### config.mk
export PLATFORM = sky130hd
export DESIGN_NAME = pipeline_ctrl
export DESIGN_NICKNAME = d
export VERILOG_FILES = /design/src/rtl/pipeline_ctrl_pkg.sv /design/src/rtl/pipeline_ctrl_load_use_tracker.sv /design/src/rtl/pipeline_ctrl.sv
export SDC_FILE = /design/constraint.sdc
export NUM_CORES = 1
export LEC_CHECK = 0
export ABC_AREA = 1
export CORE_ASPECT_RATIO = 2
export CORE_MARGIN = 2
export CORE_UTILIZATION = 47
export CTS_BUF_LIST = sky130_fd_sc_hd__clkbuf_2 sky130_fd_sc_hd__clkbuf_4 sky130_fd_sc_hd__clkbuf_8
export DETAILED_ROUTE_END_ITERATION = 10
export PLACE_DENSITY = 0.88
export SKIP_LAST_GASP = 1
export SYNTH_ARGS = -nofsm -noshare
export SYNTH_HDL_FRONTEND = slang
export SYNTH_SLANG_ARGS = --single-unit
### constraint.sdc
create_clock -name clk -period 8.2 [get_ports clk]
set_input_delay 1.64 -clock clk [delete_from_list [all_inputs] [get_ports clk]]
set_output_delay 1.64 -clock clk [all_outputs]
set_load 0.02 [all_outputs]
### src/rtl/pipeline_ctrl_pkg.sv
// ============================================================================
// Module      : pipeline_ctrl_pkg
// Description : Shared widths, stall masks and FSM encoding for pipeline_ctrl.
// Revision    : 1.0 - initial release
// ============================================================================
`default_nettype none

package pipeline_ctrl_pkg;

  localparam int REG_BUS      = 32;
  localparam int REG_ADDR_BUS = 5;
  localparam int STALL_BUS    = 6;

  localparam int c_stall_pc  = 0;
  localparam int c_stall_if  = 1;
  localparam int c_stall_id  = 2;
  localparam int c_stall_ex  = 3;
  localparam int c_stall_mem = 4;
  localparam int c_stall_wb  = 5;

  localparam logic [STALL_BUS-1:0] c_mask_mem = 6'b011111;
  localparam logic [STALL_BUS-1:0] c_mask_id  = 6'b000111;
  localparam logic [STALL_BUS-1:0] c_mask_if  = 6'b000011;
  localparam logic [STALL_BUS-1:0] c_no_stall = 6'b000000;

  localparam logic [REG_BUS-1:0]      c_zero_word    = '0;
  localparam logic [REG_ADDR_BUS-1:0] c_nop_reg_addr = '0;

  typedef enum logic [0:0] {
    CTRL_RUN        = 1'b0,
    CTRL_REDIR_WAIT = 1'b1
  } ctrl_state_t;

endpackage

`default_nettype wire

### src/rtl/pipeline_ctrl_load_use_tracker.sv
// ============================================================================
// Module      : load_use_tracker
// Description : Shadows the id_ex load destination and flags load-use hazards.
// Revision    : 1.0 - initial release
// ============================================================================
`default_nettype none

module load_use_tracker
  import pipeline_ctrl_pkg::*;
(
  input  logic                    clk,
  input  logic                    rst,
  input  logic                    id_valid,
  input  logic [REG_ADDR_BUS-1:0] id_rs1,
  input  logic [REG_ADDR_BUS-1:0] id_rs2,
  input  logic                    id_rs1_read,
  input  logic                    id_rs2_read,
  input  logic                    id_is_load,
  input  logic [REG_ADDR_BUS-1:0] id_wd,
  input  logic [1:0]              stall_ex_id,
  input  logic                    flush,
  output logic                    hazard
);

  logic                    r_ex_ld_v;
  logic [REG_ADDR_BUS-1:0] r_ex_ld_rd;
  logic                    w_rs1_hit;
  logic                    w_rs2_hit;

  assign w_rs1_hit = id_rs1_read && (id_rs1 == r_ex_ld_rd);
  assign w_rs2_hit = id_rs2_read && (id_rs2 == r_ex_ld_rd);
  assign hazard    = id_valid && r_ex_ld_v && (r_ex_ld_rd != c_nop_reg_addr)
                     && (w_rs1_hit || w_rs2_hit);

  // stall_ex_id[1] holds EX, stall_ex_id[0] means id_ex receives a bubble
  always_ff @(posedge clk or posedge rst) begin
    if (rst) begin
      r_ex_ld_v  <= 1'b0;
      r_ex_ld_rd <= c_nop_reg_addr;
    end else if (flush) begin
      r_ex_ld_v  <= 1'b0;
    end else if (stall_ex_id[1]) begin
      r_ex_ld_v  <= r_ex_ld_v;
    end else if (stall_ex_id[0]) begin
      r_ex_ld_v  <= 1'b0;
    end else begin
      r_ex_ld_v  <= id_valid && id_is_load;
      r_ex_ld_rd <= id_wd;
    end
  end

endmodule

`default_nettype wire

### src/rtl/pipeline_ctrl.sv
// ============================================================================
// Module      : pipeline_ctrl
// Description : Stall/bubble/flush generation and deferred PC redirect.
// Revision    : 1.0 - initial release
// ============================================================================
`default_nettype none

module pipeline_ctrl
  import pipeline_ctrl_pkg::*;
(
  input  logic                    clk,
  input  logic                    rst,
  input  logic                    if_stall_req,
  input  logic                    if_busy,
  input  logic                    id_valid,
  input  logic [REG_ADDR_BUS-1:0] id_rs1,
  input  logic [REG_ADDR_BUS-1:0] id_rs2,
  input  logic                    id_rs1_read,
  input  logic                    id_rs2_read,
  input  logic                    id_is_load,
  input  logic [REG_ADDR_BUS-1:0] id_wd,
  input  logic                    mem_stall_req,
  input  logic                    ex_branch_taken,
  input  logic [REG_BUS-1:0]      ex_branch_target,
  output logic [STALL_BUS-1:0]    stall,
  output logic                    bubble,
  output logic                    flush,
  output logic                    if_discard,
  output logic                    redirect_valid,
  output logic [REG_BUS-1:0]      redirect_pc
);

  ctrl_state_t          r_state;
  ctrl_state_t          w_state_nxt;
  logic [REG_BUS-1:0]   r_tgt_q;
  logic [REG_BUS-1:0]   w_tgt_nxt;
  logic                 w_hazard;
  logic                 w_hazard_eff;
  logic                 w_accept;
  logic [STALL_BUS-1:0] w_stall;
  logic                 w_bubble;
  logic                 w_discard;
  logic                 w_redir_v;
  logic [REG_BUS-1:0]   w_redir_pc;

  load_use_tracker u_tracker (
    .clk         (clk),
    .rst         (rst),
    .id_valid    (id_valid),
    .id_rs1      (id_rs1),
    .id_rs2      (id_rs2),
    .id_rs1_read (id_rs1_read),
    .id_rs2_read (id_rs2_read),
    .id_is_load  (id_is_load),
    .id_wd       (id_wd),
    .stall_ex_id (w_stall[c_stall_ex:c_stall_id]),
    .flush       (w_accept),
    .hazard      (w_hazard)
  );

  always_ff @(posedge clk or posedge rst) begin
    if (rst) begin
      r_state <= CTRL_RUN;
      r_tgt_q <= c_zero_word;
    end else begin
      r_state <= w_state_nxt;
      r_tgt_q <= w_tgt_nxt;
    end
  end

  always_comb begin
    w_state_nxt = r_state;
    w_tgt_nxt   = r_tgt_q;
    w_accept    = 1'b0;
    w_discard   = 1'b0;
    w_redir_v   = 1'b0;
    w_redir_pc  = ex_branch_target;
    case (r_state)
      CTRL_RUN: begin
        // A branch behind a MEM stall stays in EX and is re-presented later
        w_accept = ex_branch_taken && !mem_stall_req;
        if (w_accept) begin
          if (if_busy) begin
            w_tgt_nxt   = ex_branch_target;
            w_state_nxt = CTRL_REDIR_WAIT;
          end else begin
            w_redir_v   = 1'b1;
          end
        end
      end
      CTRL_REDIR_WAIT: begin
        w_discard  = 1'b1;
        w_redir_pc = r_tgt_q;
        if (!if_busy) begin
          w_redir_v   = 1'b1;
          w_state_nxt = CTRL_RUN;
        end
      end
      default: w_state_nxt = CTRL_RUN;
    endcase
  end

  assign w_hazard_eff = w_hazard && !w_accept;

  always_comb begin
    w_stall = c_no_stall;
    if (mem_stall_req) w_stall = w_stall | c_mask_mem;
    if (w_hazard_eff)  w_stall = w_stall | c_mask_id;
    if (if_stall_req)  w_stall = w_stall | c_mask_if;
    if (w_discard)     w_stall = w_stall | c_mask_if;
  end

  assign w_bubble = w_hazard_eff && !w_stall[c_stall_ex] && !w_accept;

  // Outputs are held quiet for the whole reset window, not just after the edge
  assign stall          = rst ? c_no_stall  : w_stall;
  assign bubble         = !rst && w_bubble;
  assign flush          = !rst && w_accept;
  assign if_discard     = !rst && w_discard;
  assign redirect_valid = !rst && w_redir_v;
  assign redirect_pc    = rst ? c_zero_word : w_redir_pc;

endmodule

`default_nettype wire

==> metrics.cfg, run 1 <==
[run_status]
status=completed

[timing]
fin_hold_ws_ps=486
rsz0062_at_grt=false
fin_crit_ps=5730
timing.final.ws_setup_ps=2470
setup_viol=0
skew_ps=8.23
drv_slew=0
max-slew-margin-rel_pct=35.8
fmax_mhz=175
worstMarginPinSlew_ps=959
tns_ps=0
timing.final.crit_share_pct=69.9
finalHoldViolCount=0

[place]
dpl_worst_slack_ps=2430
io_buffers=97
dp_hpwl_mm=4.55
dp.cells=435
gp_congestion=0.777

[finish]
drive_gt1_share_pct=8.76
fillCellCount=379
finalNonFillerCells=443
register_area_um2=976
diodes=0
multi_input_area_um2=1070
fin_nets=444
final_util_pct=71.5
area_growth_pct=45.1

[cts]
clk_pin_slew_worst_paths_ps=70
cts_setup_buffers=0
clock_path_buffers=2
worstSkewPairLatency_ps=280
tritoncts=yes
post_cts_resized=0
ctsHtreeMaxLevel=2
ctsHoldBuffers=0
cts_buffers=5
clock-sinks=39
clock-root-buffer=clkbuf_8

[synth]
yosys_warnings=0
synthTopCellsByArea=dfrtp_1 43%, nand2_1 10%, o21ai_0 10%, nor2_1 8.0%, mux2_4 7.2%
syn_area_um2=2290
synth-seq-cells=39
synth_top_area_share_pct=42.7
ys_async_sr_fraction_pct=100
synth_nets=356
synth_ff_type=dfrtp_1
yosys.area.top_type=dfrtp_1
ys_types=22
synth_edf_count=0
synth_most_common_cell=nand2_1
synth.yosys.seq_area_share_pct=42.7
netlist_instances=299
synth_area_per_cell_um2=7.65
synthTopCellsByCount=63 x nand2_1, 49 x nor2_1, 47 x o21ai_0, 39 x dfrtp_1, 33 x inv_1

[grt]
track_usage_pct=22.5
grt_max_degree=53
antenna_found_initial=0
first_global_vias=2151
grt_pass1_wl_mm=9.27
grt_overflow=0

[pwr]
power_density_nw_per_um2=170
power.leakage_nw=1.63
p_comb_share_pct=31.9
power.switching_w=0.000171
power.internal_w=0.000391
swShare_pct=30.5
clkPwrFrac_pct=22.9
vdd_ir_drop_max_v=0.000176
sequentialPowerShare_pct=45.3

[floorplanning]
rows=35
die_h_um=103
die-area_um2=5470
start_util_pct=49.2
die_width_um=53.3
fp.coreArea_um2=4640
ios=99

[hold_path]
hold_path.class=reg -> reg

[detailed_routing]
drc_errors=0
route.vias.total=2284
ant_nets=0
vias_per_cell=5.16
drtIter0Drc=58
routed_wl_mm=6.07
firstDrtPassIters=5
wire_per_inst_um=13.7

[worst_setup_path]
required_ps=6560
critical_path.max_fanout=52
critPathCaptureType=output port
startpoint_type=input port
crit_type=in -> out
cp.arrival_ps=4090

[job]
maxCapViolCount=0

## stage by stage
step	total power [W]	area, µm²
global placement	0.000429	3230
global route	0.000591	3320
CTS	0.000566	3320
finish	0.000563	3320
floorplan	0.000358	2290
detailed placement	0.000437	3230
## worst max-delay path, cell delays in order
cell and delay (ps):
clkdlybuf4s50_1 490, inv_2 630, buf_4 380, nand2_1 120, nor3_1 180, clkdlybuf4s50_1 630
## layout make-up
type	instances	area share, %
Multi-Input combinational cell	208	32.3
Timing Repair Buffer	99	29.7
Sequential cell	39	29.4
Inverter	34	3.85
Clock buffer	7	2.53
Tap cell	55	2.07
Clock inverter	1	0.151
## registers in the layout, summed over array words and instances (netlist names)
signal / flops
r_tgt_q: 32
u_tracker.r_ex_ld_rd: 5
r_state: 1
u_tracker.r_ex_ld_v: 1
## cells by family (layout without fill, tap and decap cells)
| logic type | Yosys count | after routing | share of synthesized area (%) |
|---|---|---|---|
| AO/OA/AOI/OAI | 62 | 62 | 13.7 |
| buffers and inverters | 52 | 141 | 10.5 |
| flip-flops | 39 | 39 | 42.7 |
| multiplexers | 18 | 18 | 10.7 |
| other | 1 | 1 | 0.164 |
| AND/OR/NAND/NOR | 127 | 127 | 22.3 |
## final timing paths
check                      depth (start not counted)                 endpoint  slack [ps]       start
min in group asynchronous                          2              r_tgt_q[16]        1950         rst
max in group asynchronous                          3  u_tracker.r_ex_ld_rd[1]        5500         rst
min                                                2               r_tgt_q[7]         490  r_tgt_q[7]
min reg2reg                                        2               r_tgt_q[7]         490  r_tgt_q[7]
max reg2reg                                        3              r_tgt_q[31]        6030     r_state
max                                                6                   bubble        2470         rst
## layout by cell type (no fill, tap or decap), types with 2 or more instances in the layout
master | Yosys | layout
clkdlybuf4s50_1 | 0 | 97
nand2_1 | 63 | 63
nor2_1 | 49 | 49
o21ai_0 | 47 | 47
dfrtp_1 | 39 | 39
inv_1 | 33 | 32
a21oi_1 | 14 | 14
mux2_4 | 11 | 11
nand3_1 | 8 | 8
mux2_2 | 7 | 7
clkbuf_8 | 0 | 5
nand2_2 | 3 | 3
inv_2 | 1 | 2
clkbuf_4 | 0 | 2
buf_4 | 3 | 2
## power groups by stage
stage | clock (W) | sequential, W | combinational (W)
2_1_floorplan | 0 | 0.000249 | 0.000109
3_3_place_gp | 0 | 0.000254 | 0.000175
3_5_place_dp | 0 | 0.000258 | 0.000180
4_1_cts | 0.000130 | 0.000254 | 0.000181
5_1_grt | 0.000137 | 0.000258 | 0.000196
6_report | 0.000129 | 0.000255 | 0.000179
## layer usage
metal,global-route usage [%],wire [µm],vias up,share of wire (%)
met2,40.6,3410,96,56
li1,-,-,1123,-
met5,0,0,-,0
met1,24.7,2170,1051,36
met4,9.27,126,0,2.1
met3,4.35,358,14,5.9
Note: power is estimated with default switching activity, not from simulation.
==> run 2, diff against run 1 <==
CORE_UTILIZATION = 39   (was 47)
PLACE_DENSITY = 0.78   (was 0.88)
clock period = 5.1 ns   (was 8.2 ns; I/O delays follow)
==> run 2 against run 1 <==
Flip-flop and latch count unchanged. Critical path depth unchanged. Die area rose by 19%. Register-to-register slack got worse by 2900 ps.
==> metrics.cfg, run 2 (same netlist as run 1, synthesis figures left out) <==
[floorplanning]
start_util_pct=40.0  ; -9.2 points
ios=99  ; unchanged
die-area_um2=6530  ; +19%
fp.coreArea_um2=5710  ; +23%
die_h_um=112  ; +9.4%
rows=39  ; +11%
die_width_um=58.1  ; +9.0%

[pwr]
clkPwrFrac_pct=27.6  ; +4.7 points
power.internal_w=0.000682  ; +74%
sequentialPowerShare_pct=42.0  ; -3.3 points
power_density_nw_per_um2=284  ; +67%
power.switching_w=0.000275  ; +60%
power.leakage_nw=1.65  ; +1.3%
p_comb_share_pct=30.4  ; -1.5 points
swShare_pct=28.7  ; -1.7 points
vdd_ir_drop_max_v=0.000303  ; +73%

[worst_setup_path]
cp_slowest_stage_delay_ps=640  ; about the same
startpoint_type=input port
r2r_start=r_state
critical_path.max_fanout=73  ; +40%
cp-startpoint=rst
cp_slowest_cell=clkdlybuf4s50_1
crit_type=in -> out
required_ps=4080  ; -2480 ps
crit_chain=clkdlybuf4s50_1, inv_2, buf_12, o21ai_0, nor2_1, clkdlybuf4s50_1
cp.arrival_ps=2890  ; -1200 ps
critPathCaptureType=output port
cp_common_cell=clkdlybuf4s50_1

[detailed_routing]
drc_errors=0  ; unchanged
firstDrtPassIters=4  ; -1
drtIter0Drc=124  ; +110%
route.vias.total=2202  ; -3.6%
wire_per_inst_um=12.7  ; -7.5%
routed_wl_mm=5.70  ; -6.0%
vias_per_cell=4.89  ; -5.1%
ant_nets=0  ; unchanged

[timing]
worstMarginPinSlew_ps=994  ; +34.9 ps
drv_slew=0  ; unchanged
timing.final.crit_share_pct=76.6
max-slew-margin-rel_pct=33.5  ; -2.3 points
fin_crit_ps=3910
rsz0062_at_grt=false
skew_ps=6.07  ; -2.15 ps
timing.final.ws_setup_ps=1190  ; -1280 ps
finalHoldViolCount=0  ; unchanged
tns_ps=0  ; unchanged
fmax_mhz=256
setup_viol=0  ; unchanged

[grt]
track_usage_pct=17.9  ; -4.6 points
grt_max_degree=74  ; +40%
first_global_vias=2094  ; -2.6%
grt_pass1_wl_mm=9.19  ; -0.82%
antenna_found_initial=0  ; unchanged
grt_overflow=0  ; unchanged

[finish]
largest_register_ff_count=32  ; unchanged
fin_nets=445  ; +0.23%
drive_gt1_share_pct=9.00  ; +0.23 points
final_cell_mix=97 x clkdlybuf4s50_1, 63 x nand2_1, 49 x nor2_1
area_growth_pct=47.6
reg.largest.list=r_tgt_q: 32 flops, u_tracker.r_ex_ld_rd: 5 flops
fillCellCount=507  ; +34%
largest_register=r_tgt_q
diodes=0  ; unchanged
layout_commonest_cell=clkdlybuf4s50_1

[place]
dpl_worst_slack_ps=1200  ; -1230 ps
io_buffers=97  ; unchanged
dp_hpwl_mm=4.17  ; -8.4%
gp_congestion=0.839  ; +8.0%

[job]
maxCapViolCount=0  ; unchanged

[hold_path]
min-delay-start=r_tgt_q[6]
hold_path.class=reg -> reg

[cts]
clk_pin_slew_worst_paths_ps=80  ; about the same
ctsHtreeMaxLevel=2  ; unchanged
clock-root-buffer=clkbuf_8
clock_path_buffers=2  ; unchanged
post_cts_resized=0  ; unchanged
worstSkewPairLatency_ps=290  ; about the same
cts_setup_buffers=0  ; unchanged
clock-sinks=39  ; unchanged
ctsHoldBuffers=0  ; unchanged
cts_buffers=5  ; unchanged
tritoncts=yes

[run_status]
status=completed

[run 2: changes by cell type in the layout (fill, tap and decap cells not counted)]
cell	delta
clkbuf_8	+1
buf_12	+1
clkbuf_4	-2
bufinv_16	+1
[run 2: power by group through the flow]
stage                     Combinational, W  Clock (W)  Sequential (W)
final                             0.000291   0.000264        0.000402
after CTS                         0.000294   0.000271        0.000402
after floorplan                   0.000175          0        0.000400
after global routing              0.000321   0.000282        0.000411
after detailed placement          0.000292          0        0.000408
after global placement            0.000289          0        0.000405
[run 2: worst paths after layout]
path | endpoint | slack (ps) | cells past startpoint
hold reg to reg | r_tgt_q[6] | 480 | 2
setup reg to reg | r_tgt_q[11] | 3160 | 4
max in group asynchronous | u_tracker.r_ex_ld_rd[2] | 3620 | 3
setup / recovery | redirect_pc[20] | 1190 | 6
hold / removal | r_tgt_q[6] | 480 | 2
min in group asynchronous | r_tgt_q[18] | 1240 | 3
[run 2: routing by layer]
| metal | vias to the layer above | wire length [µm] | global-route usage [%] |
|---|---|---|---|
| li1 | 1126 | - | - |
| met1 | 989 | 2260 | 20.4 |
| met2 | 71 | 2970 | 31.7 |
| met3 | 16 | 261 | 2.07 |
| met4 | 0 | 210 | 9.15 |
| met5 | - | 0 | 0 |
[run 2: cell type report]
type                    count  area, µm²  share of cell area, %
clock buffers               6       82.6                   2.45
clock inverters             2       35.0                   1.04
inverters                  34        128                   3.78
multi-input cells         208       1070                   31.7
flip-flops and latches     39        976                   28.9
well taps                  61       76.3                   2.26
repair buffers            100       1010                   29.8
[run 2: stage by stage]
step / area (µm²) / total power [W] / hold slack (ps) / std cells / util (%)
global route: 3370 / 0.00101 / 512 / 450 / 59.1
CTS: 3370 / 0.000967 / 491 / 450 / 59.1
detailed placement: 3260 / 0.000700 / 471 / 442 / 57.0
global placement: 3260 / 0.000693 / 461 / 442 / 57.0
floorplan: 2290 / 0.000575 / 445 / 299 / -
finish: 3370 / 0.000957 / 484 / 450 / 59.1
[run 2: worst max-delay path, delay by kind of cell]
family | cells | cell delay [ps]
buf+inv | 4 | 1530
simple gates | 1 | 180
compound gates | 1 | 140
